[src/rtl/uart_rx_core.sv]
// uart_rx_core: 16x oversampled 8N1 serial receiver with start/stop validation
// and a single-entry valid/ready holding register.
module uart_rx_core #(
  parameter int DATA_BITS   = 8,
  parameter int DIV_WIDTH   = 16,
  parameter int SYNC_STAGES = 2
) (
  input  logic                 clk,
  input  logic                 rst_n,
  input  logic                 rx_enable,
  input  logic [DIV_WIDTH-1:0] baud_div,
  input  logic                 uart_rxd,
  output logic [DATA_BITS-1:0] rx_data,
  output logic                 rx_valid,
  input  logic                 rx_ready,
  output logic                 frame_err,
  output logic                 overrun_err,
  output logic                 busy
);
  localparam int BW = $clog2(DATA_BITS + 1);
  typedef enum logic [1:0] {IDLE, START, DATA, STOP} state_t;
  state_t state, state_n;
  logic [SYNC_STAGES-1:0] sync;
  logic                   rxd, rxd_q, fall, tick, mid, last, stop_smp, deliver;
  logic [DIV_WIDTH-1:0]   cnt;
  logic [3:0]             scnt;
  logic [BW-1:0]          bcnt;
  logic [DATA_BITS-1:0]   shreg;
  assign rxd      = sync[SYNC_STAGES-1];
  assign fall     = rxd_q & ~rxd;
  assign mid      = tick & (scnt == 4'd7);
  assign last     = tick & (scnt == 4'd15);
  assign stop_smp = (state == STOP) & last & rx_enable;
  assign deliver  = stop_smp & rxd;
  assign busy     = state != IDLE;
  always_comb begin
    state_n = state;
    case (state)
      IDLE:  state_n = fall ? START : IDLE;
      START: state_n = mid ? (rxd ? IDLE : DATA) : START;
      DATA:  state_n = (last && bcnt == BW'(DATA_BITS - 1)) ? STOP : DATA;
      STOP:  state_n = last ? IDLE : STOP;
      default: state_n = IDLE;
    endcase
    if (!rx_enable) state_n = IDLE;
  end
  always_ff @(posedge clk or negedge rst_n) begin
    if (!rst_n) state <= IDLE;
    else state <= state_n;
  end
  // Tick phase is anchored to START entry: counters are held clear while idle.
  always_ff @(posedge clk or negedge rst_n) begin
    if (!rst_n) begin
      sync  <= '1;
      rxd_q <= 1'b1;
      cnt   <= '0;
      tick  <= 1'b0;
      scnt  <= '0;
      bcnt  <= '0;
      shreg <= '0;
    end else begin
      sync  <= {sync[SYNC_STAGES-2:0], uart_rxd};
      rxd_q <= rxd;
      if (state == IDLE) begin
        cnt  <= '0;
        tick <= 1'b0;
        scnt <= '0;
      end else begin
        tick <= cnt == baud_div;
        cnt  <= (cnt == baud_div) ? '0 : cnt + 1'b1;
        if (tick) scnt <= (state == START && mid) ? 4'd0 : scnt + 4'd1;
      end
      if (state == START) bcnt <= '0;
      else if (state == DATA && last) bcnt <= bcnt + 1'b1;
      if (state == DATA && last) shreg <= {rxd, shreg[DATA_BITS-1:1]};
    end
  end
  always_ff @(posedge clk or negedge rst_n) begin
    if (!rst_n) begin
      rx_data     <= '0;
      rx_valid    <= 1'b0;
      frame_err   <= 1'b0;
      overrun_err <= 1'b0;
    end else begin
      frame_err   <= stop_smp & ~rxd;
      overrun_err <= deliver & rx_valid & ~rx_ready;
      if (deliver && (!rx_valid || rx_ready)) begin
        rx_data  <= shreg;
        rx_valid <= 1'b1;
      end else if (rx_valid && rx_ready) begin
        rx_valid <= 1'b0;
      end
    end
  end
endmodule

[config.mk]
export PLATFORM = sky130hd
export DESIGN_NAME = uart_rx_core
export DESIGN_NICKNAME = d
export VERILOG_FILES = /design/src/rtl/uart_rx_core.sv
export SDC_FILE = /design/constraint.sdc
export NUM_CORES = 1
export LEC_CHECK = 0
export ABC_AREA = 1
export BUFFER_PORTS_ARGS = -buffer_cell sky130_fd_sc_hd__buf_2
export CAP_MARGIN = 10
export CORE_UTILIZATION = 33
export CTS_CLUSTER_SIZE = 12
export DETAILED_ROUTE_END_ITERATION = 10
export MAX_ROUTING_LAYER = met4
export PLACE_DENSITY = 0.55
export RECOVER_POWER = 100
export SLEW_MARGIN = 0
export SYNTH_ARGS = -nofsm -noshare
export SYNTH_HDL_FRONTEND = slang
export SYNTH_SLANG_ARGS = --single-unit
[constraint.sdc]
create_clock -name clk -period 1.5 [get_ports clk]
set_input_delay 0.075 -clock clk [delete_from_list [all_inputs] [get_ports clk]]
set_output_delay 0.075 -clock clk [all_outputs]
set_load 0.01 [all_outputs]
== Word level (Yosys, flattened, before mapping) ==
Cells that the tools add are included.
Word-level totals
  bits in registers: 49
  input port bits: 21
Operators by class
  bitwise logic cells: 11
  add/subtract/negate cells: 3
  muxes and demuxes: 17
  reduce and logical (&&, ||, !) cells: 12
  eq/ne operators: 7
Operator list (number)
  $mux 16: 2
  $mux 4: 5
  $add 16x1->16 const B: 1
  $eq 16x16->1: 1
  $and 1x1->1: 9
  $add 4x1->4 const B: 2
  $eq 4x3->1 const B: 2
  $mux 2: 4
  $pmux 2 s4: 1
  $reduce_bool 2->1: 4
  $logic_and 1x1->1: 5
  $mux 1: 5
  $eq 2x2->1 const B: 2
  $eq 4x4->1 const B: 1
  $eq 2x1->1 const B: 1
  $logic_not 2->1: 1
  $not 1->1: 2
  $logic_not 1->1: 1
  $logic_or 1x1->1: 1

== Logic depth before layout (Yosys ltp) ==
  word-level depth: 7
  depth in mapped cells: 10
  mapped depth without buffers: 9

== Least setup slack after synthesis ==
OpenSTA, ideal clock, no wires.
  path type: register to register
  start point: reg scnt[0]
  end point: reg rx_data[6]
  stages on the path, launching flop included: 10
  setup slack: 0.065 ns
  library setup time: 0.117 ns
  arrival: 1.318 ns
  buffers on the path: 1
  period minus slack after synthesis: 1.435 ns
  cell sequence: dfrtp_1 -> ha_1 -> nand3_2 -> nor2_4 -> nand3_4 -> nor2_4 -> nand2_4 -> buf_6 -> nand2_2 -> o21ai_2
On the way
  cells in the longest elaborated chain, start to end: 6
Ends and longest elaborated chain
  from (decl): RTL line 26  | logic [3:0] scnt;
  from (signal assigned): RTL line 71  | if (tick) scnt <= (state == START && mid) ? 4'd0 : scnt + 4'd1;
  $eq 4x4->1: RTL line 32  | assign last = tick & (scnt == 4'd15);
  $and 1x1->1: RTL line 32
  $and 1x1->1 (2 in series): RTL line 33  | assign stop_smp = (state == STOP) & last & rx_enable;
  $and 1x1->1: RTL line 34  | assign deliver = stop_smp & rxd;
  $logic_and 1x1->1: RTL line 87  | if (deliver && (!rx_valid || rx_ready)) begin
  to (signal assigned): RTL line 88  | rx_data <= shreg;
  to (decl): RTL line 13  | output logic [DATA_BITS-1:0] rx_data,
No other way between the ends.
A chain may end at the register's enable or synchronous reset.

== Final worst setup path ==
  start point: reg scnt[1]
  end point: reg rx_data[2]
Same word-level chain as after synthesis.

==> out/qor.csv <==
metric;value;unit
synth-adder-area-share;1.466;%
worst_pin_slew;0.4724;ns
ys_top_cells_by_area;dfrtp_1, nand2_1, inv_1, nor2_1, xor2_1;
post-route-drc-count;0;
cp_max_fo;8;
clk_latency;0.30;ns
synth_edf_count;0;
placed_cell_area;2923;µm²
clk_path_buf_depth;2;
syn_inst;335;
crit_required;1.74;ns
slew_viol_final;0;
row_count;31;
max_slew_margin;68.51;%
io_buffers;32;
wire_per_inst;10.59;µm
io_pins;33;
post-route-util;43.40;%
synth-seq-cells;49;
grt_overflow;0;
min_period_over_period;99.13;%
status;finished clean;
yosysSeqAreaShare;48.04;%
yosys-top-cells-count;nand2_1, inv_1, nor2_1;
initial_core_util;34.74;%
synthesis.area;2560;µm²
ys.flop_type;dfrtp_1;
coreArea;7370;µm²
path_cells;ha_4 > nand3_4 > nor2_4 > nand3_4 > nor2_4 > nand2_4 > o21ai_2;
synth_top_family_by_area;simple AND/OR/NAND/NOR gates;
criticalPathCategory;reg -> reg;
synth_compound_area_share;7.136;%
cts_root_buffer;clkbuf_8;
grt_max_degree;22;
n_antenna_cell;0;
yosysMostFrequentCell;nand2_1;
die_h;90.08;µm
drive_gt1_share;20.71;%
htreeDepth;2;
clock-sinks;49;
drt_iter0_markers;74;
fin_nets;419;
crit_path_start_kind;flip-flop;
fmax;0.6725;GHz
ir_worst_vdd;0.0003717;V
rsz0062_at_grt;yes;
place.gp.congestion;0.8073;
area_growth_syn_to_layout;24.93;%
power.density;822.8;nW/µm²
cpPeakStageDelay;0.40;ns
numCtsBuffers;5;
yosys.cell_types.count;25;
power;2.631;mW
grt_pass1_vias;2075;
cts_tree;yes;
layout_min_cycle_time;1.487;ns
synth-simple-area-share;30.11;%
die_area;8114;µm²
setup_violations;0;
stdcell_area;3198;µm²
die_w;90.08;µm
ys_async_sr_fraction;100.0;%
synth_top_area_share;44.97;%
hold_violations;0;
fin_skew;0.009649;ns
vias;2165;
cp.arrival;1.73;ns
drtAntennaViolNets;0;
syn_avg_cell_area;7.642;µm²
synth_area_leader_cell;dfrtp_1;
antenna_found_initial;0;
dpl.hpwl;3773;µm
yosysWarnings;0;
leakagePower;1.500;nW
gr-usage-all-layers;14.03;%
synthesis.nets;359;
critPathSlowestCell;dfrtp_1;
synthXorXnorAreaFrac;4.106;%
synthMuxAreaShare;0;%
hold_path.class;in -> reg;
drv_cap;0;
routed_wl;5242;µm
path_clk_slew;0.09;ns
viasPerCell;4.374;
grt_first_pass_wirelength;9011;µm
drt_pass1_iterations;4;
crit_path_end_kind;flip-flop;
## placed cells by master, fill, tap and decap left out, types with 6 or more instances in the layout
| master | Yosys | routed |
|---|---|---|
| dfrtp_1 | 46 | 45 |
| nand2_2 | 2 | 6 |
| inv_1 | 54 | 52 |
| nand3_1 | 14 | 14 |
| clkbuf_1 | 1 | 12 |
| o21ai_2 | 7 | 7 |
| buf_4 | 0 | 19 |
| buf_2 | 1 | 20 |
| nor2_1 | 51 | 47 |
| xor2_1 | 11 | 11 |
| nand2_1 | 101 | 97 |
| o21ai_0 | 17 | 16 |
## registers in the layout (all words and copies together) (netlist names), 2 cells and up
| name | cells |
|---|---|
| rx_data | 8 |
| state | 2 |
| shreg | 8 |
| cnt | 16 |
| sync | 2 |
| bcnt | 4 |
| scnt | 4 |
## worst max-delay path: cells and delay by family (launching register included)
kind,cells,cell delay (ns)
AND/OR/NAND/NOR,5,0.71
flip-flops,1,0.40
adder cells (fa/ha/maj),1,0.17
AO/OA/AOI/OAI,1,0.15
## final timing paths
path	startpoint	to	slack [ns]	depth (start not counted)
setup / recovery	scnt[1]	rx_data[2]	0.01	7
hold / removal	rx_enable	state[1]	0.05	3
setup reg to reg	scnt[1]	rx_data[2]	0.01	7
hold reg to reg	sync[0]	sync[1]	0.36	0
max in group asynchronous	rst_n	cnt[10]	0.48	3
min in group asynchronous	rst_n	shreg[7]	0.24	2
## power by group
group	total (mW)	internal, mW	switching [mW]
clock	1.11	0.662	0.446
combinational	0.178	0.0725	0.105
sequential	1.34	1.33	0.0103
## layout make-up
cell class	instances	area, µm²
fillers	768	4172
flip-flops and latches	49	1231
multi-input cells	229	1169
repair buffers	56	337.8
inverters	54	202.7
well taps	99	123.9
clock buffers	5	68.82
clock inverters	3	65.06
## cell families (layout without fill, tap and decap cells)
family	after synthesis	in the layout
AO/OA/AOI/OAI	31	31
buffers and inverters	58	118
XOR/XNOR	12	12
AND/OR/NAND/NOR	182	183
adder cells (fa/ha/maj)	3	3
flip-flops	49	49
## metal layers
layer,global-route usage (%),wire length (µm)
met1,17.74,2407
met2,23.09,2581
met3,2.961,206
met4,3.226,46
met5,-,0
## through the flow
step	TNS, ns	worst slack, ns	std cells	hold WS, ns
floorplan	0	0.06533	335	-0.2206
global placement	0	0.04209	475	0.05371
detailed placement	-0.008091	-0.006644	475	0.06506
CTS	0	0.01708	485	0.03160
global route	-0.7679	-0.1074	495	0.05629
finish	0	0.01312	495	0.04862
## timing repair
action / CTS / global route
endpoints found under the setup margin: 2 / 35
resized for setup: 2 / 17
setup buffers: 0 / 9
cloned: 0 / 1
hold endpoints to repair: 17 / 0
pin swaps: 0 / 8
hold buffers: 2 / 0
(Power assumes the default switching activity.)
